===== src/rtl/fetch_stage_if.sv =====
// Instruction-cache fetch handshake bundle.
//   ic_req    fetch -> cache   request valid
//   ic_addr   fetch -> cache   word-aligned fetch address
//   ic_gnt    cache -> fetch   request accepted when ic_req && ic_gnt
//   ic_rvalid cache -> fetch   in-order response valid
//   ic_rdata  cache -> fetch   instruction word for the outstanding request
// master: fetch stage side, slave: cache side.
interface fetch_stage_if #(
   parameter int DATA_WIDTH = 32
);
   logic                  ic_req;
   logic [DATA_WIDTH-1:0] ic_addr;
   logic                  ic_gnt;
   logic                  ic_rvalid;
   logic [DATA_WIDTH-1:0] ic_rdata;

   modport master (
      output ic_req,
      output ic_addr,
      input  ic_gnt,
      input  ic_rvalid,
      input  ic_rdata
   );

   modport slave (
      input  ic_req,
      input  ic_addr,
      output ic_gnt,
      output ic_rvalid,
      output ic_rdata
   );
endinterface


===== src/rtl/fetch_stage.sv =====
// Instruction-fetch stage. Owns the fetch PC, keeps at most one request in
// flight to the instruction cache, buffers responses in a 2-entry queue and
// drives a registered fetch/decode boundary with stall (en) and redirect.
//   clk, rst     clock, synchronous active-high reset
//   ic           cache handshake (master side)
//   redirect     flush and refetch from redirect_pc
//   en           advance the decode boundary; low holds outputs
//   valid_d      instr_d/PC_d/PCPlus4_d hold a live instruction
//   instr_d, PC_d, PCPlus4_d   instruction to decode, its PC and PC+4
module fetch_stage #(
   parameter int                    DATA_WIDTH = 32,
   parameter logic [DATA_WIDTH-1:0] RESET_PC   = '0
) (
   input  logic                  clk,
   input  logic                  rst,
   fetch_stage_if.master         ic,
   input  logic                  redirect,
   input  logic [DATA_WIDTH-1:0] redirect_pc,
   input  logic                  en,
   output logic                  valid_d,
   output logic [DATA_WIDTH-1:0] instr_d,
   output logic [DATA_WIDTH-1:0] PC_d,
   output logic [DATA_WIDTH-1:0] PCPlus4_d
);

   localparam logic [DATA_WIDTH-1:0] PC_STEP = DATA_WIDTH'(4);

   logic [DATA_WIDTH-1:0] fetch_pc_q, fetch_pc_d;
   logic [DATA_WIDTH-1:0] req_pc_q, req_pc_d;
   logic                  outst_q, outst_d;
   logic                  kill_q, kill_d;
   logic [DATA_WIDTH-1:0] fifo_pc_q    [2];
   logic [DATA_WIDTH-1:0] fifo_pc_d    [2];
   logic [DATA_WIDTH-1:0] fifo_instr_q [2];
   logic [DATA_WIDTH-1:0] fifo_instr_d [2];
   logic [1:0]            count_q, count_d;
   logic                  valid_q, valid_nx;
   logic [DATA_WIDTH-1:0] instr_q, instr_nx;
   logic [DATA_WIDTH-1:0] pc_q, pc_nx;
   logic [DATA_WIDTH-1:0] pc4_q, pc4_nx;

   logic       resp;
   logic       deliver;
   logic       pop;
   logic       push;
   logic       wr_idx;
   logic [2:0] count_nx;
   logic       req;
   logic       gnt;

   // A response is only honoured while a request is outstanding; a killed
   // response, or one landing in a redirect cycle, is consumed but dropped.
   assign resp    = ic.ic_rvalid && outst_q;
   assign deliver = resp && !kill_q && !redirect;
   assign pop     = en && !redirect && (count_q != 2'd0);
   // With en high and an empty queue the response bypasses into the outputs.
   assign push    = deliver && !(en && (count_q == 2'd0));
   assign wr_idx  = pop ? (count_q == 2'd2) : (count_q == 2'd1);

   assign count_nx = {1'b0, count_q} + {2'b00, push} - {2'b00, pop};

   // Only issue when the response to this request is guaranteed a slot.
   // Independent of ic_gnt so the cache may derive its grant from ic_req.
   assign req = !rst && !redirect && (!outst_q || ic.ic_rvalid) &&
                (count_nx <= 3'd1);
   assign gnt = req && ic.ic_gnt;

   assign ic.ic_req  = req;
   assign ic.ic_addr = fetch_pc_q;

   assign valid_d   = valid_q;
   assign instr_d   = instr_q;
   assign PC_d      = pc_q;
   assign PCPlus4_d = pc4_q;

   always_comb begin
      fetch_pc_d   = fetch_pc_q;
      req_pc_d     = req_pc_q;
      outst_d      = outst_q;
      kill_d       = kill_q;
      fifo_pc_d    = fifo_pc_q;
      fifo_instr_d = fifo_instr_q;
      count_d      = count_q;
      valid_nx     = valid_q;
      instr_nx     = instr_q;
      pc_nx        = pc_q;
      pc4_nx       = pc4_q;

      if (redirect) begin
         fetch_pc_d = redirect_pc;
      end else if (gnt) begin
         fetch_pc_d = fetch_pc_q + PC_STEP;
      end

      if (gnt) begin
         req_pc_d = fetch_pc_q;
         outst_d  = 1'b1;
      end else if (resp) begin
         outst_d  = 1'b0;
      end

      if (resp && kill_q) begin
         kill_d = 1'b0;
      end
      // A request still in flight after a redirect belongs to the old path.
      if (redirect) begin
         kill_d = outst_d;
      end

      if (redirect) begin
         count_d = 2'd0;
      end else begin
         if (pop) begin
            fifo_pc_d[0]    = fifo_pc_q[1];
            fifo_instr_d[0] = fifo_instr_q[1];
         end
         if (push) begin
            fifo_pc_d[wr_idx]    = req_pc_q;
            fifo_instr_d[wr_idx] = ic.ic_rdata;
         end
         count_d = count_nx[1:0];
      end

      if (redirect) begin
         valid_nx = 1'b0;
      end else if (en) begin
         if (count_q != 2'd0) begin
            valid_nx = 1'b1;
            instr_nx = fifo_instr_q[0];
            pc_nx    = fifo_pc_q[0];
            pc4_nx   = fifo_pc_q[0] + PC_STEP;
         end else if (deliver) begin
            valid_nx = 1'b1;
            instr_nx = ic.ic_rdata;
            pc_nx    = req_pc_q;
            pc4_nx   = req_pc_q + PC_STEP;
         end else begin
            valid_nx = 1'b0;
         end
      end
   end

   always_ff @(posedge clk) begin
      if (rst) begin
         fetch_pc_q   <= RESET_PC;
         req_pc_q     <= RESET_PC;
         outst_q      <= 1'b0;
         kill_q       <= 1'b0;
         fifo_pc_q    <= '{default: '0};
         fifo_instr_q <= '{default: '0};
         count_q      <= 2'd0;
         valid_q      <= 1'b0;
         instr_q      <= '0;
         pc_q         <= '0;
         pc4_q        <= '0;
      end else begin
         fetch_pc_q   <= fetch_pc_d;
         req_pc_q     <= req_pc_d;
         outst_q      <= outst_d;
         kill_q       <= kill_d;
         fifo_pc_q    <= fifo_pc_d;
         fifo_instr_q <= fifo_instr_d;
         count_q      <= count_d;
         valid_q      <= valid_nx;
         instr_q      <= instr_nx;
         pc_q         <= pc_nx;
         pc4_q        <= pc4_nx;
      end
   end

   // The issue rule reserves a slot for every in-flight response, so the
   // queue can never be asked to hold a third entry.
   always_ff @(posedge clk) begin
      if (!rst) begin
         assert (count_nx <= 3'd2)
            else $error("fetch_stage: instruction queue overflow");
      end
   end

endmodule


===== src/flat_wrapper.sv =====
// flat-port wrapper written by rule: the top's interface ports become plain ports
module fetch_stage_flat 
#(
   parameter int                    DATA_WIDTH = 32,
   parameter logic [DATA_WIDTH-1:0] RESET_PC   = '0
)
  (clk, rst, redirect, redirect_pc, en, valid_d, instr_d, PC_d, PCPlus4_d, ic_ic_req, ic_ic_addr, ic_ic_gnt, ic_ic_rvalid, ic_ic_rdata);
  fetch_stage_if #(.DATA_WIDTH(DATA_WIDTH)) ic_i ();
  input  logic clk;
  input  logic rst;
  input  logic redirect;
  input  logic [DATA_WIDTH-1:0] redirect_pc;
  input  logic en;
  output logic valid_d;
  output logic [DATA_WIDTH-1:0] instr_d;
  output logic [DATA_WIDTH-1:0] PC_d;
  output logic [DATA_WIDTH-1:0] PCPlus4_d;
  output wire logic [$bits(ic_i.ic_req)-1:0] ic_ic_req;
  output wire logic [$bits(ic_i.ic_addr)-1:0] ic_ic_addr;
  input wire logic [$bits(ic_i.ic_gnt)-1:0] ic_ic_gnt;
  input wire logic [$bits(ic_i.ic_rvalid)-1:0] ic_ic_rvalid;
  input wire logic [$bits(ic_i.ic_rdata)-1:0] ic_ic_rdata;
  assign ic_ic_req = ic_i.ic_req;
  assign ic_ic_addr = ic_i.ic_addr;
  assign ic_i.ic_gnt = ic_ic_gnt;
  assign ic_i.ic_rvalid = ic_ic_rvalid;
  assign ic_i.ic_rdata = ic_ic_rdata;
  fetch_stage #(.DATA_WIDTH(DATA_WIDTH), .RESET_PC(RESET_PC)) u_core (.clk(clk), .rst(rst), .ic(ic_i), .redirect(redirect), .redirect_pc(redirect_pc), .en(en), .valid_d(valid_d), .instr_d(instr_d), .PC_d(PC_d), .PCPlus4_d(PCPlus4_d));
endmodule

===== config.mk =====
export PLATFORM = sky130hd
export DESIGN_NAME = fetch_stage_flat
export DESIGN_NICKNAME = d
export VERILOG_FILES = /design/src/rtl/fetch_stage_if.sv /design/src/rtl/fetch_stage.sv /design/src/flat_wrapper.sv
export SDC_FILE = /design/constraint.sdc
export NUM_CORES = 1
export LEC_CHECK = 0
export ABC_AREA = 1
export CORE_UTILIZATION = 50
export CTS_BUF_LIST = sky130_fd_sc_hd__clkbuf_8
export DETAILED_ROUTE_END_ITERATION = 6
export PLACE_DENSITY_LB_ADDON = 0.12
export REMOVE_ABC_BUFFERS = 1
export SYNTH_ARGS = -nofsm -noshare
export SYNTH_HDL_FRONTEND = slang
export SYNTH_SLANG_ARGS = --single-unit

===== constraint.sdc =====
create_clock -name clk -period 4.26 [get_ports clk]
set_clock_uncertainty 0.2 [all_clocks]
set_input_delay 0.852 -clock clk [delete_from_list [all_inputs] [get_ports clk]]
set_output_delay 0.852 -clock clk [all_outputs]
set_load 0.03 [all_outputs]

[Word level (Yosys, flattened, before mapping)]
Cells that the tools add are included.
Word-level totals
  register bits: 293
  input bits: 70
  output and inout bits: 130
  word-level logic and storage cells: 77
Cells by class
  $add $sub $neg: 5
  order comparisons: 3
  eq/ne operators: 2
  mux-type cells: 25
  bitwise operators: 2
  reductions and logical operators: 27
Operators with widths (count)
  32-bit two-way mux: 13
  64-bit bitwise mux: 2
  64-bit two-way mux: 2
  32-bit by 3-bit adder with 32-bit output (second input constant): 3
  32-bit demux with 1-bit select: 1
  1-bit logical AND: 13
  2-bit nonzero test: 4
  1-bit two-way mux: 7
  1-bit logical NOT: 5
  2-bit by 1-bit adder with 3-bit output: 1
  3-bit by 1-bit <= comparator with 1-bit output (second input constant): 1
  3-bit AND reduction: 1
  3-bit by 1-bit subtractor with 3-bit output: 1
  2-bit by 1-bit == test with 1-bit output (second input constant): 1
  2-bit == test (second input constant): 1
  2-bit greater-or-equal comparator (second input constant): 1
  2-bit logical NOT: 1
  2-bit by 1-bit less-than comparator with 1-bit output (second input constant): 1
  1-bit NOT with 2-bit output: 1
  2-bit AND reduction: 1
  2-bit OR reduction: 1
  1-bit logical OR: 1
  1-bit NOT: 1

[Logic depth before layout (Yosys ltp)]
  depth after elaboration: 11
  depth in mapped cells: 22

[Least setup slack after synthesis]
No wires, ideal clock.
  path type: in2out
  start: input port redirect
  end: output port ic_ic_req
  arrival: 3.823 ns
  required time: 3.208 ns
  path slack: -0.615 ns
  stages: 13
  buffers on the path: 3
  cell sequence: buf_2 > nor2_1 > nand2_2 > inv_1 > buf_2 > buf_1 > ha_1 > inv_1 > ha_1 > inv_1 > fa_1 > inv_1 > nor4_1
On the way
  cells in the longest elaborated chain, start to end: 7
Ends and longest elaborated chain
  from (decl): line flat_wrapper.sv:11  | input logic redirect;
  1-bit logical NOT *: line fetch_stage.sv:54, fetch_stage.sv:55, fetch_stage.sv:64
  1-bit logical AND: line fetch_stage.sv:54  | assign deliver = resp && !kill_q && !redirect;
  1-bit logical AND: line fetch_stage.sv:57  | assign push = deliver && !(en && (count_q == 2'd0));
  2-bit by 1-bit adder with 3-bit output: line fetch_stage.sv:60  | assign count_nx = {1'b0, count_q} + {2'b00, push} - {2'b00, pop};
  3-bit by 1-bit subtractor with 3-bit output: line fetch_stage.sv:60
  3-bit by 1-bit <= comparator with 1-bit output: line fetch_stage.sv:65  | (count_nx <= 3'd1);
  1-bit logical AND *: line fetch_stage.sv:64  | assign req = !rst && !redirect && (!outst_q || ic.ic_rvalid) &&
  to (decl): line flat_wrapper.sv:18  | output wire logic [$bits(ic_i.ic_req)-1:0] ic_ic_req;
Every way passes the cells marked *; elsewhere a longest branch is shown, timed or not.

[Worst setup path in the final report]
  start: register u_core.count_q[0]
  end: output port ic_ic_req
On the way
  cells in the longest elaborated chain, start to end: 8
Ends and longest elaborated chain
  from (decl): line fetch_stage.sv:36  | logic [1:0] count_q, count_d;
  from (signal assigned): line fetch_stage.sv:163  | count_q <= count_d;
  2-bit logical NOT: line fetch_stage.sv:57
  1-bit logical AND: line fetch_stage.sv:57
  1-bit logical NOT: line fetch_stage.sv:57
  1-bit logical AND: line fetch_stage.sv:57
  2-bit by 1-bit adder with 3-bit output: line fetch_stage.sv:60
  3-bit by 1-bit subtractor with 3-bit output *: line fetch_stage.sv:60
  3-bit by 1-bit <= comparator with 1-bit output *: line fetch_stage.sv:65
  1-bit logical AND *: line fetch_stage.sv:64
Marks and branches as above.

==> impl_metrics.ini <==
[worst_setup_path]
cp-endpoint = ic_ic_req
crit_chain = inv_1 > nand2_4 > nand2_2 > inv_2 > ha_1 > inv_1 > ha_1 > inv_1 > fa_2 > inv_1 > nor4_2 > buf_4 > buf_12
critPathMaxStageDelay_ns = 0.55
cp.required_ns = 3.21
path_common_cell = inv_1
startpoint_type = flop
crit_arrival_ns = 2.97
reg2reg_depth = 20
critPathMaxFanout = 3
worst_setup_path_end_kind = output pin
startpoint = u_core.count_q[0]
worstReg2RegEnd = u_core.ic.ic_addr[27]
crit_cells = 13
r2r-start = u_core.count_q[0]
rrSetupSlack_ns = 0.99
critPathSlowestCell = fa_2
path_class = flop to output pin
crit_family = adder cells
critPathBufInv = 7

[sta]
slew_viol_final = 0
fmax_mhz = 248.9
timing.final.crit_share_pct = 94.31
timing.slew.headroom_pct = 30.96
rsz0062_at_grt = false
final_hold_viol_count = 0
fin_crit_ns = 4.018
setup_violations = 0
tightest_slew_ns = 1.036

[power]
power.leakage_nw = 6.646
intPower_w = 0.004210
power_frac_clock_pct = 41.9
ir_drop_mv = 0.1773
p_comb_share_pct = 7.7
p_switching_w = 0.001390
power_density_nw_per_um2 = 337.4
switching_share_pct = 24.81
p_seq_share_pct = 50.5

[run_status]
outcome = complete, but fails checks
violations = design-rule violations

[clock_tree]
cts_tree = yes
cts.clk_slew.worst_paths_ns = 0.06
h-tree-depth = 2
clk_latency_ns = 0.57
cts_buffers = 50
ctsHoldBuffers = 0
numClockSinks = 291
clockRootBuffer = clkbuf_8
clockBufferDepth = 3

[route]
via_count = 13380
drt_iter0_drc = 1074
routed_via_density = 5.380
post_drt_wl_per_cell_um = 15.29
drc = 24
wl_um = 38000
drtPass1Iterations = 7
ant_nets = 0

[min_path]
hold_path.class = flop to flop

[synth]
async_reset_ff_share_pct = 0
netlist.top_cell.by_area = dfxtp_1
synthFlopType = dfxtp_1
synth.distinct_cells = 42
post_synth_inst_count = 1965
syn_area_um2 = 13460
syn_area_per_cell_um2 = 6.849
synth.top_cells.by_count = nand2_1, dfxtp_1, nor2_1, o21ai_0, inv_1
yosys.cell_count.top_type = nand2_1
synth_edf_count = 0
synth_seq_cells = 291
ys.warnings.count = 0
ys_seq_area_share_pct = 43.29
yosysTopAreaCellShare_pct = 43.29
ys_top_cells_by_area = dfxtp_1, nand2_1, o21ai_0

[die]
die_x_um = 166.1
std_cell_rows = 59
fp.coreArea_um2 = 26210
pin_count = 200
start_util_pct = 51.35
die_y_um = 166.1
die-area_um2 = 27580

[cells_and_area]
nFillCells = 2405
area_delta_synth_final_pct = 23.32
final_util_pct = 63.33
final_cells = 2486
drive_above_1_share_pct = 6.564
fin_nets = 2195

[grt]
grt-ovfl-total = 0
first_global_vias = 12390
antenna_found_initial = 3
grt_pass1_wl_um = 62100
track_usage_pct = 27.15
grt_max_degree = 93

[placement]
port_buffers = 199
dp_hpwl_um = 24420
gp_congestion = 0.8786
dp_cells = 2398

[flow_run]
cap_violations = 0
cell usage in the layout (no fill, tap or decap), types with 6 or more instances in the layout:
cell,n
clkbuf_8,61
inv_1,174
nand2_2,6
a31oi_1,42
o21ai_0,196
buf_12,8
nor2_2,14
inv_2,6
o21ai_1,16
xor2_1,18
nor3_1,14
nand2_1,508
nand3_1,154
dfxtp_1,290
nor2_1,195
clkdlybuf4s50_1,194
buf_4,27
a21oi_1,130
nand4_1,9
o211ai_1,35
final cells by class:
class                      instances  area (µm²)  share of cell area [%]
antenna                            3       7.507                 0.04524
timing repair buffer             232        2342                   14.11
multi-input combinational       1382        6476                   39.02
sequential                       291        5827                   35.11
clock buffer                      61       839.6                   5.059
clock inverter                    19       71.32                  0.4297
tap                              335       419.2                   2.526
inverter                         163       613.1                   3.694
what timing repair did:
action	4_1_cts	5_1_grt
resized for setup	3	8
pin swaps	2	4
endpoints found under the setup margin	1	1
endpoints found under the hold margin	0	0
buffers inserted	3	2
metrics by stage:
| stage | setup WS [ns] | hold slack, ns | total power, W | setup TNS (ns) | cell area, µm² |
|---|---|---|---|---|---|
| after global routing | 0.09941 | 0.2684 | 0.005828 | 0 | 16590 |
| after detailed placement | -0.06982 | 0.2459 | 0.003303 | -0.06982 | 15610 |
| after CTS | 0.01003 | 0.2541 | 0.005642 | 0 | 16550 |
| final | 0.2423 | 0.2515 | 0.005600 | 0 | 16600 |
| after floorplan | -1.671 | 0.2266 | 0.003071 | -322.86 | 12870 |
| after global placement | -0.009726 | 0.2369 | 0.003296 | -0.009726 | 15610 |
worst register-to-register path: cells and delay by family (launching register included):
kind          cells  cell delay [ns]
fa+ha+maj         3             0.92
buf+inv           8             0.70
flops             1             0.40
simple gates      9             0.94
worst min path at each step:
stage	to	slack, ns	cells past startpoint
floorplan	flop	0.23	2
global placement	flop	0.24	2
detailed placement	flop	0.25	2
CTS	flop	0.25	2
global route	flop	0.27	2
finish	flop	0.25	2
cells by family (layout without fill, tap and decap cells):
logic type,after synthesis,after routing,synth area share [%]
simple gates,917,917,28.12
compound gates,440,440,17.85
buf+inv,292,475,8.907
flops,291,291,43.29
xor+xnor,19,19,1.237
fa+ha+maj,5,5,0.5207
mux,1,1,0.07438
other cells,0,3,0
layer usage:
metal,GRT usage [%],wire length (µm),up-vias
met3,4.385,2574,57
li1,-,-,6714
met2,45.51,17550,452
met5,0,0,-
met4,8.127,682,0
met1,35.87,17190,6152
power groups by stage:
| stage | combinational, W | sequential (W) | clock [W] |
|---|---|---|---|
| 2_1_floorplan | 0.000163 | 0.00291 | 0 |
| 3_3_place_gp | 0.000415 | 0.00288 | 0 |
| 3_5_place_dp | 0.000421 | 0.00288 | 0 |
| 4_1_cts | 0.000426 | 0.00282 | 0.00239 |
| 5_1_grt | 0.000469 | 0.00283 | 0.00253 |
| 6_report | 0.000429 | 0.00283 | 0.00235 |
(Power assumes the default switching activity.)
